`config.mk`:
```
export PLATFORM = sky130hd
export DESIGN_NAME = deserializer_out
export DESIGN_NICKNAME = d
export VERILOG_FILES = /design/src/rtl/hdsoc_link_pkg.sv /design/src/rtl/rx_serial.sv /design/src/rtl/deserializer_out.sv
export SDC_FILE = /design/constraint.sdc
export NUM_CORES = 1
export LEC_CHECK = 0
export CORE_UTILIZATION = 59
export DETAILED_ROUTE_END_ITERATION = 10
export PLACE_DENSITY = 0.84
export SYNTH_ARGS = -nofsm -noshare
export SYNTH_HDL_FRONTEND = slang
export SYNTH_SLANG_ARGS = --single-unit
```
`constraint.sdc`:
```
create_clock -name clk_i -period 4.2 [get_ports clk_i]
set_input_delay 1.26 -clock clk_i [delete_from_list [all_inputs] [get_ports clk_i]]
set_output_delay 1.26 -clock clk_i [all_outputs]
set_load 0.005 [all_outputs]
```
`src/rtl/hdsoc_link_pkg.sv`:
```
// Purpose: shared symbol constants and receive state encoding for the serial link.
// Latency: n/a (definitions only).
// Backpressure: n/a.
package hdsoc_link_pkg;

  localparam int               SYM_W      = 9;
  localparam logic [7:0]       COMMA_BYTE = 8'h3C;
  localparam logic             KCODE      = 1'b1;
  localparam logic [SYM_W-1:0] COMMA_SYM  = {KCODE, COMMA_BYTE};

  typedef enum logic [1:0] {
    ST_HUNT,
    ST_SYNC,
    ST_DATA
  } rx_state_e;

endpackage

```
`src/rtl/rx_serial.sv`:
```
// Purpose: 9-bit LSB-first shift register plus mod-9 bit counter marking symbol boundaries.
// Latency: sym_o is combinational on the bit being sampled; sym_stb_o flags that bit as the 9th.
// Backpressure: none; one bit is consumed on every clock edge.
module rx_serial
  import hdsoc_link_pkg::*;
(
  input  logic             clk_i,
  input  logic             rst_ni,
  input  logic             serial_i,
  input  logic             aligned_i,
  output logic [SYM_W-1:0] sym_o,
  output logic             sym_stb_o
);

  logic [SYM_W-1:0] sr_q, sr_d;
  logic [3:0]       bit_cnt_q, bit_cnt_d;
  logic             last_bit;

  assign last_bit = (bit_cnt_q == 4'(SYM_W - 1));

  // Shift in the new bit at the MSB; an alignment pulse makes the next bit bit0 of a symbol.
  always_comb begin
    sr_d      = {serial_i, sr_q[SYM_W-1:1]};
    bit_cnt_d = bit_cnt_q + 4'd1;
    if (aligned_i || last_bit) begin
      bit_cnt_d = '0;
    end
  end

  // Shift register and bit counter state.
  always_ff @(posedge clk_i or negedge rst_ni) begin
    if (!rst_ni) begin
      sr_q      <= '0;
      bit_cnt_q <= '0;
    end else begin
      sr_q      <= sr_d;
      bit_cnt_q <= bit_cnt_d;
    end
  end

  // The symbol is presented with the bit being sampled so the caller can register its decision.
  assign sym_o     = sr_d;
  assign sym_stb_o = last_bit;

endmodule

```
`src/rtl/deserializer_out.sv`:
```
// Purpose: comma-aligned receive deserializer rebuilding N_BYTES-byte frames and flagging framing errors.
// Latency: valid_o/data_o and err_o register one cycle after the 9th bit of the deciding symbol.
// Backpressure: none; frames are presented as a single-cycle strobe and must be taken immediately.
module deserializer_out
  import hdsoc_link_pkg::SYM_W;
  import hdsoc_link_pkg::KCODE;
  import hdsoc_link_pkg::rx_state_e;
  import hdsoc_link_pkg::ST_HUNT;
  import hdsoc_link_pkg::ST_SYNC;
  import hdsoc_link_pkg::ST_DATA;
#(
  parameter logic [7:0] COMMA_BYTE = 8'h3C,
  parameter int         N_BYTES    = 3,
  parameter int         ERR_W      = 8
) (
  input  logic                 clk_i,
  input  logic                 rst_ni,
  input  logic                 serial_i,
  output logic [8*N_BYTES-1:0] data_o,
  output logic                 valid_o,
  output logic                 lock_o,
  output logic                 err_o,
  output logic [ERR_W-1:0]     err_cnt_o
);

  localparam int               BC_W    = (N_BYTES > 1) ? $clog2(N_BYTES) : 1;
  localparam logic [SYM_W-1:0] COMMA_S = {KCODE, COMMA_BYTE};
  localparam logic [BC_W-1:0]  LAST_BC = BC_W'(N_BYTES - 1);

  logic [SYM_W-1:0] sym;
  logic             sym_stb;
  logic             aligned;
  logic             sym_k;
  logic             is_comma;

  rx_state_e                 state_q, state_d;
  logic [BC_W-1:0]           byte_cnt_q, byte_cnt_d;
  logic [N_BYTES-1:0][7:0]   bytes_q, bytes_d;
  logic [8*N_BYTES-1:0]      data_q, data_d;
  logic                      valid_q, valid_d;
  logic                      err_q, err_d;
  logic                      lock_q, lock_d;
  logic [ERR_W-1:0]          err_cnt_q, err_cnt_d;

  rx_serial u_rx_serial (
    .clk_i     (clk_i),
    .rst_ni    (rst_ni),
    .serial_i  (serial_i),
    .aligned_i (aligned),
    .sym_o     (sym),
    .sym_stb_o (sym_stb)
  );

  assign sym_k    = sym[SYM_W-1];
  assign is_comma = (sym == COMMA_S);
  // While hunting, every bit position is a candidate boundary.
  assign aligned  = (state_q == ST_HUNT) && is_comma;

  // Next-state: alignment, byte capture, frame completion and error detection.
  always_comb begin
    state_d    = state_q;
    byte_cnt_d = byte_cnt_q;
    bytes_d    = bytes_q;
    data_d     = data_q;
    valid_d    = 1'b0;
    err_d      = 1'b0;
    case (state_q)
      ST_HUNT: begin
        if (aligned) begin
          state_d    = ST_SYNC;
          byte_cnt_d = '0;
        end
      end
      ST_SYNC: begin
        if (sym_stb) begin
          if (!sym_k) begin
            bytes_d[0] = sym[7:0];
            byte_cnt_d = BC_W'(1);
            state_d    = ST_DATA;
          end else if (!is_comma) begin
            err_d      = 1'b1;
            byte_cnt_d = '0;
            bytes_d    = '0;
            state_d    = ST_HUNT;
          end
        end
      end
      ST_DATA: begin
        if (sym_stb) begin
          if (sym_k) begin
            // Any control symbol inside a frame discards the partial frame.
            err_d      = 1'b1;
            byte_cnt_d = '0;
            bytes_d    = '0;
            state_d    = ST_HUNT;
          end else begin
            bytes_d[byte_cnt_q] = sym[7:0];
            if (byte_cnt_q == LAST_BC) begin
              data_d     = bytes_d;
              valid_d    = 1'b1;
              byte_cnt_d = '0;
              state_d    = ST_SYNC;
            end else begin
              byte_cnt_d = byte_cnt_q + BC_W'(1);
            end
          end
        end
      end
      default: begin
        state_d    = ST_HUNT;
        byte_cnt_d = '0;
        bytes_d    = '0;
      end
    endcase

    lock_d    = (state_d != ST_HUNT);
    err_cnt_d = err_cnt_q;
    if (err_d && (err_cnt_q != '1)) begin
      err_cnt_d = err_cnt_q + ERR_W'(1);
    end
  end

  // FSM state and all registered outputs.
  always_ff @(posedge clk_i or negedge rst_ni) begin
    if (!rst_ni) begin
      state_q    <= ST_HUNT;
      byte_cnt_q <= '0;
      bytes_q    <= '0;
      data_q     <= '0;
      valid_q    <= 1'b0;
      err_q      <= 1'b0;
      lock_q     <= 1'b0;
      err_cnt_q  <= '0;
    end else begin
      state_q    <= state_d;
      byte_cnt_q <= byte_cnt_d;
      bytes_q    <= bytes_d;
      data_q     <= data_d;
      valid_q    <= valid_d;
      err_q      <= err_d;
      lock_q     <= lock_d;
      err_cnt_q  <= err_cnt_d;
    end
  end

  assign data_o    = data_q;
  assign valid_o   = valid_q;
  assign err_o     = err_q;
  assign lock_o    = lock_q;
  assign err_cnt_o = err_cnt_q;

endmodule
```
Word level (Yosys, flattened, before mapping) --
Index checks and enable logic that the tools add are counted.
Storage, ports and cells: logic and storage cells 78, output and inout bits 35, input bits 3, register bits after elaboration 76
Operators by class: bitwise gates (word level) 2, $add $sub $neg 3, $lt $le $gt $ge 2, muxes and demuxes 37, reductions and logical operators 10, eq/ne operators 12
Operator list (count):
- two-way mux 24 bit | 4
- one-hot mux 24 bit (3 select lines) | 1
- two-way mux 2 bit | 14
- bitwise mux 24 bit | 1
- demux 8 bit (select 2 bit) | 1
- two-way mux 16 bit | 1
- two-way mux 8 bit | 2
- one-hot mux 2 bit (3 select lines) | 2
- AND reduction 4 bit | 3
- equality test 9 bit (second input constant) | 1
- two-way mux 1 bit | 9
- adder 8 x 1 -> 8 bit (second input constant) | 1
- inequality test 8 bit (second input constant) | 1
- inequality test 2 x 1 -> 1 bit (second input constant) | 3
- AND reduction 5 bit | 1
- adder 4 x 1 -> 4 bit (second input constant) | 1
- equality test 2 bit (second input constant) | 2
- equality test 4 bit (second input constant) | 1
- two-way mux 4 bit | 1
- inequality test 2 bit (second input constant) | 2
- logical AND 1 bit | 3
- < comparator 2 x 3 -> 1 bit (second input constant) | 1
- inequality test 3 bit (second input constant) | 1
- adder 2 x 1 -> 2 bit (second input constant) | 1
- 7 further kinds | 8

Longest topological paths before layout --
word-level depth 8, mapped depth 7, gate-level depth less buffers 6

By module --
From an unflattened synthesis, not the netlist that was laid out.
Unflattened totals: cell total of the unflattened synthesis 246, area total of the unflattened synthesis 2997.9 um2
Modules (own cells, without submodules):
- deserializer_out | area an instance 2586.2 um2, instances 1, seq. area each 1376.3 um2, cells an instance 218
- rx_serial | area an instance 411.6 um2, instances 1, seq. area each 300.3 um2, cells an instance 28

Least setup slack after synthesis --
No wires, ideal clock.
path type input -> register, start input port serial_i, end register data_q[18] (netlist: data_o[18]), required time 4.075 ns, setup time 0.125 ns, path slack 1.653 ns, arrival time 2.423 ns, path buffers 2, cell stages on the path 4, path through buf_2 nor4_2 buf_2 mux2_2
Between the ends: word-level cells in the longest chain between the ends 2
Ends and longest elaborated chain:
- from (decl) | RTL line deserializer_out.sv:18 | input logic serial_i,
- NOT 1 bit (no source line)
- AND reduction 4 bit (no source line)
- to (signal assigned) | RTL line deserializer_out.sv:138 | data_q <= data_d;
- to (decl) | RTL line deserializer_out.sv:39 | logic [8*N_BYTES-1:0] data_q, data_d;
No other way between the ends. A chain may end at the register's enable or synchronous reset.

Worst setup path after layout --
start input port serial_i, end register bytes_q[4] in the netlist's numbering
Between the ends: word-level cells in the longest chain between the ends 3, elaborated cells on any way between the ends 8, classes of those cells 2 x eq/ne; 5 x mux; 1 x reduce/logical
Ends and longest elaborated chain:
- equality test 9 bit, or another cell as far along | RTL line deserializer_out.sv:55 | assign is_comma = (sym == COMMA_S);
- inequality test 3 bit (no source line), or another cell as far along
- AND reduction 4 bit (no source line) / one-hot mux 24 bit (3 select lines) (equally long branches)
- to (signal assigned) | RTL line deserializer_out.sv:137 | bytes_q <= bytes_d;
- to (decl) | RTL line deserializer_out.sv:38 | logic [N_BYTES-1:0][7:0] bytes_q, bytes_d;
Parallel ways exist; a longest one is shown, timed or not. The select of a mux whose other input is x is not followed.

==> flow_summary.yaml <==
cts:
  cts-root-buf: "clkbuf_8"
  htree_num_levels: 3
  numClockSinks: 67
  post_cts_resized: 0
  cts_tree: "done"
  cts_setup_buffers: 0
  clk_latency_ns: 0.34
  cts_buffer_depth: 2
  cts_buffers: 9
  hold_buffers: 0
  cts.clk_slew.worst_paths_ns: 0.07
yosys:
  syn_nets: 248
  synth_compound_area_frac: 0.146
  synth_top_family_by_area: "compound AO/OA/AOI/OAI gates"
  synthMuxAreaShare: 0.0900
  synth_fa_ha_area_frac: 0.0289
  async_reset_ff_frac: 1.00
  synthCells: 238
  synth_edf_count: 0
  ys_types: 49
  ys_warn_count: 0
  synth_flop_cell: "dfrtp_1"
  synth_xor_area_frac: 0.0260
  ys_seq_area_frac: 0.553
  yosys.area_share.simple: 0.132
  synth.avg_cell_area_sq_um: 12.7
  syn_area_sq_mm: 0.00303
  ys_ff_latch: 67
timing:
  clock_skew_ns: 0.0113
  hold_viol: 0
  post-route-period-util: 0.699
  rsz0062_at_grt: "no"
  worst_pin_slew_ns: 0.691
  slew_headroom: 0.540
  finalSetupTns_ns: 0
  fmax_ghz: 0.341
  setup_viol: 0
  period_minus_slack_ns: 2.94
  maxSlewViolCount: 0
floorplan:
  die_x_um: 73.7
  die_area_sq_mm: 0.00543
  start_util: 0.629
  num_io_pins: 38
  rows: 25
  core-area_sq_mm: 0.00482
  dieHeight_um: 73.7
layout:
  num-nets-final: 290
  mostFrequentLayoutCells: "dfrtp_1, clkdlybuf4s50_1, nor2_1"
  fillers: 320
  diodes: 0
  design_area_sq_mm: 0.00365
  final_common_cell: "dfrtp_1"
  postLayoutCoreUtil: 0.758
  area_growth_pct: 20.5
  drive_gt1_frac: 0.145
drt:
  ant_nets: 0
  routed_via_density: 5.93
  drc: 0
  dr.pass1.iters: 4
  totalWireLength_mm: 6.14
  drt_iter0_markers: 180
  avgRoutedWirePerCell_um: 17.6
  num_vias: 2074
pwr:
  power_density_mw_per_mm2: 529
  ir_worst_vdd_mv: 0.392
  totalPowerFinal_mw: 1.93
  power.leakage_nw: 1.73
critical_path:
  rrSetupSlack_ns: 2.05
  cp.buffers_inverters: 2
  worstSetupPathType: "in2reg"
  cp_top_family: "buffers and inverters"
  cp.arrival_ns: 3.20
  slowest_stage: "clkdlybuf4s50_1"
  timing.rr.end: "data_o[23]"
  crit_fanout: 10
  cp-end-kind: "register"
  cp_cell_sequence: "clkdlybuf4s50_1, inv_1, o31ai_4, a21o_1, a22o_1"
  reg2reg_from: "state_q[0]"
  cp-start-kind: "primary input"
  reg2reg_depth: 6
  critPathMaxStageDelay_ns: 0.76
  required_ns: 4.47
grt:
  grt_antenna_before_repair: 0
  overflow: 0
  grt_first_pass_wirelength_mm: 9.89
  grt_usage: 0.249
  grt_max_degree: 49
  grt_pass1_vias: 2007
min_path:
  holdCritPathClass: "reg2reg"
  holdPathEnd: "err_cnt_o[6]"
  hold_start: "err_cnt_o[6]"
  holdPathStages: 1
job:
  drv_cap: 0
placed_design:
  port_buffers: 37
  gp_congestion: 0.891
  hpwl_mm: 3.87
  dpl_cell_area_sq_mm: 0.00347
status:
  status: "completed"
[how the worst max path moves through the flow]
stage / from / end / slack, ns / depth (start not counted)
CTS: serial_i / bytes_q[4] / 1.30 / 5
detailed placement: serial_i / err_cnt_o[1] / 0.99 / 5
finish: serial_i / bytes_q[4] / 1.26 / 5
floorplan: serial_i / data_o[18] / 1.65 / 4
global route: serial_i / bytes_q[4] / 1.15 / 5
global placement: serial_i / bytes_q[4] / 1.01 / 5
[through the flow]
step                      cells  hold slack (ns)  setup slack [ns]
final                       350            0.489              1.26
after floorplan             238            0.454              1.65
after CTS                   350            0.491              1.30
after detailed placement    336            0.480             0.985
after global routing        350            0.500              1.15
after global placement      336            0.478              1.01
[registers in the layout (all words and copies together) (netlist names)]
name / cells
valid_o: 1
err_o: 1
u_rx_serial.sr_q: 8
data_o: 24
byte_cnt_q: 2
state_q: 2
bytes_q: 16
err_cnt_o: 8
lock_o: 1
u_rx_serial.bit_cnt_q: 4
[layer usage]
metal	vias to the layer above	wire, um	global-route usage	share of wire
li1	952	-	-	-
met1	1045	2710	0.322	0.44
met2	65	3050	0.411	0.50
met3	12	252	0.0453	0.041
met4	0	125	0.109	0.020
met5	-	0	0	0
[synth_stat cells, types with 2 or more instances]
cell      number  area (sq um)
dfrtp_1       67          1680
nor2_1        25          93.8
a21oi_1       20           100
a22o_1        16           140
mux2i_1       16           160
inv_1         10          37.5
mux2_2         8          90.1
xor2_1         8          70.1
ha_1           7          87.6
nand3_1        4          20.0
o21ai_0        4          20.0
buf_2          3          15.0
clkbuf_1       3          11.3
nand2_1        3          11.3
nor4_2         3          37.5
a21o_1         2          15.0
and4_1         2          17.5
buf_1          2          7.51
mux2_1         2          22.5
nand2b_1       2          12.5
nor2_2         2          12.5
nor4b_2        2          30.0
[cells by family after synthesis]
logic type | Yosys count
flip-flops | 67
AND/OR/NAND/NOR | 57
AO/OA/AOI/OAI | 54
multiplexers | 26
buffers and inverters | 18
XOR/XNOR | 9
adder cells (fa/ha/maj) | 7
[final cells by class]
cell class	instances	area, sq um	share of cell area
clock inverter	2	37.5	0.0103
clock buffer	12	145	0.0398
multi-input combinational	153	1290	0.353
sequential	67	1680	0.459
timing repair buffer	39	380	0.104
inverter	10	37.5	0.0103
tap	67	83.8	0.0230
[worst reg2reg max path: stages (launching register included)]
cell     delay [ns]
dfrtp_1        0.40
inv_1          0.14
ha_1           0.24
inv_1          0.14
nor4_4         0.29
buf_4          0.42
mux2_2         0.42
[report_power, final]
group | leakage [nW] | total (mW) | internal [mW] | switching (mW)
clock | 0.0885 | 0.511 | 0.284 | 0.227
sequential | 0.864 | 0.834 | 0.746 | 0.0878
combinational | 0.775 | 0.588 | 0.256 | 0.332
Note: power is estimated with default switching activity, not from simulation.
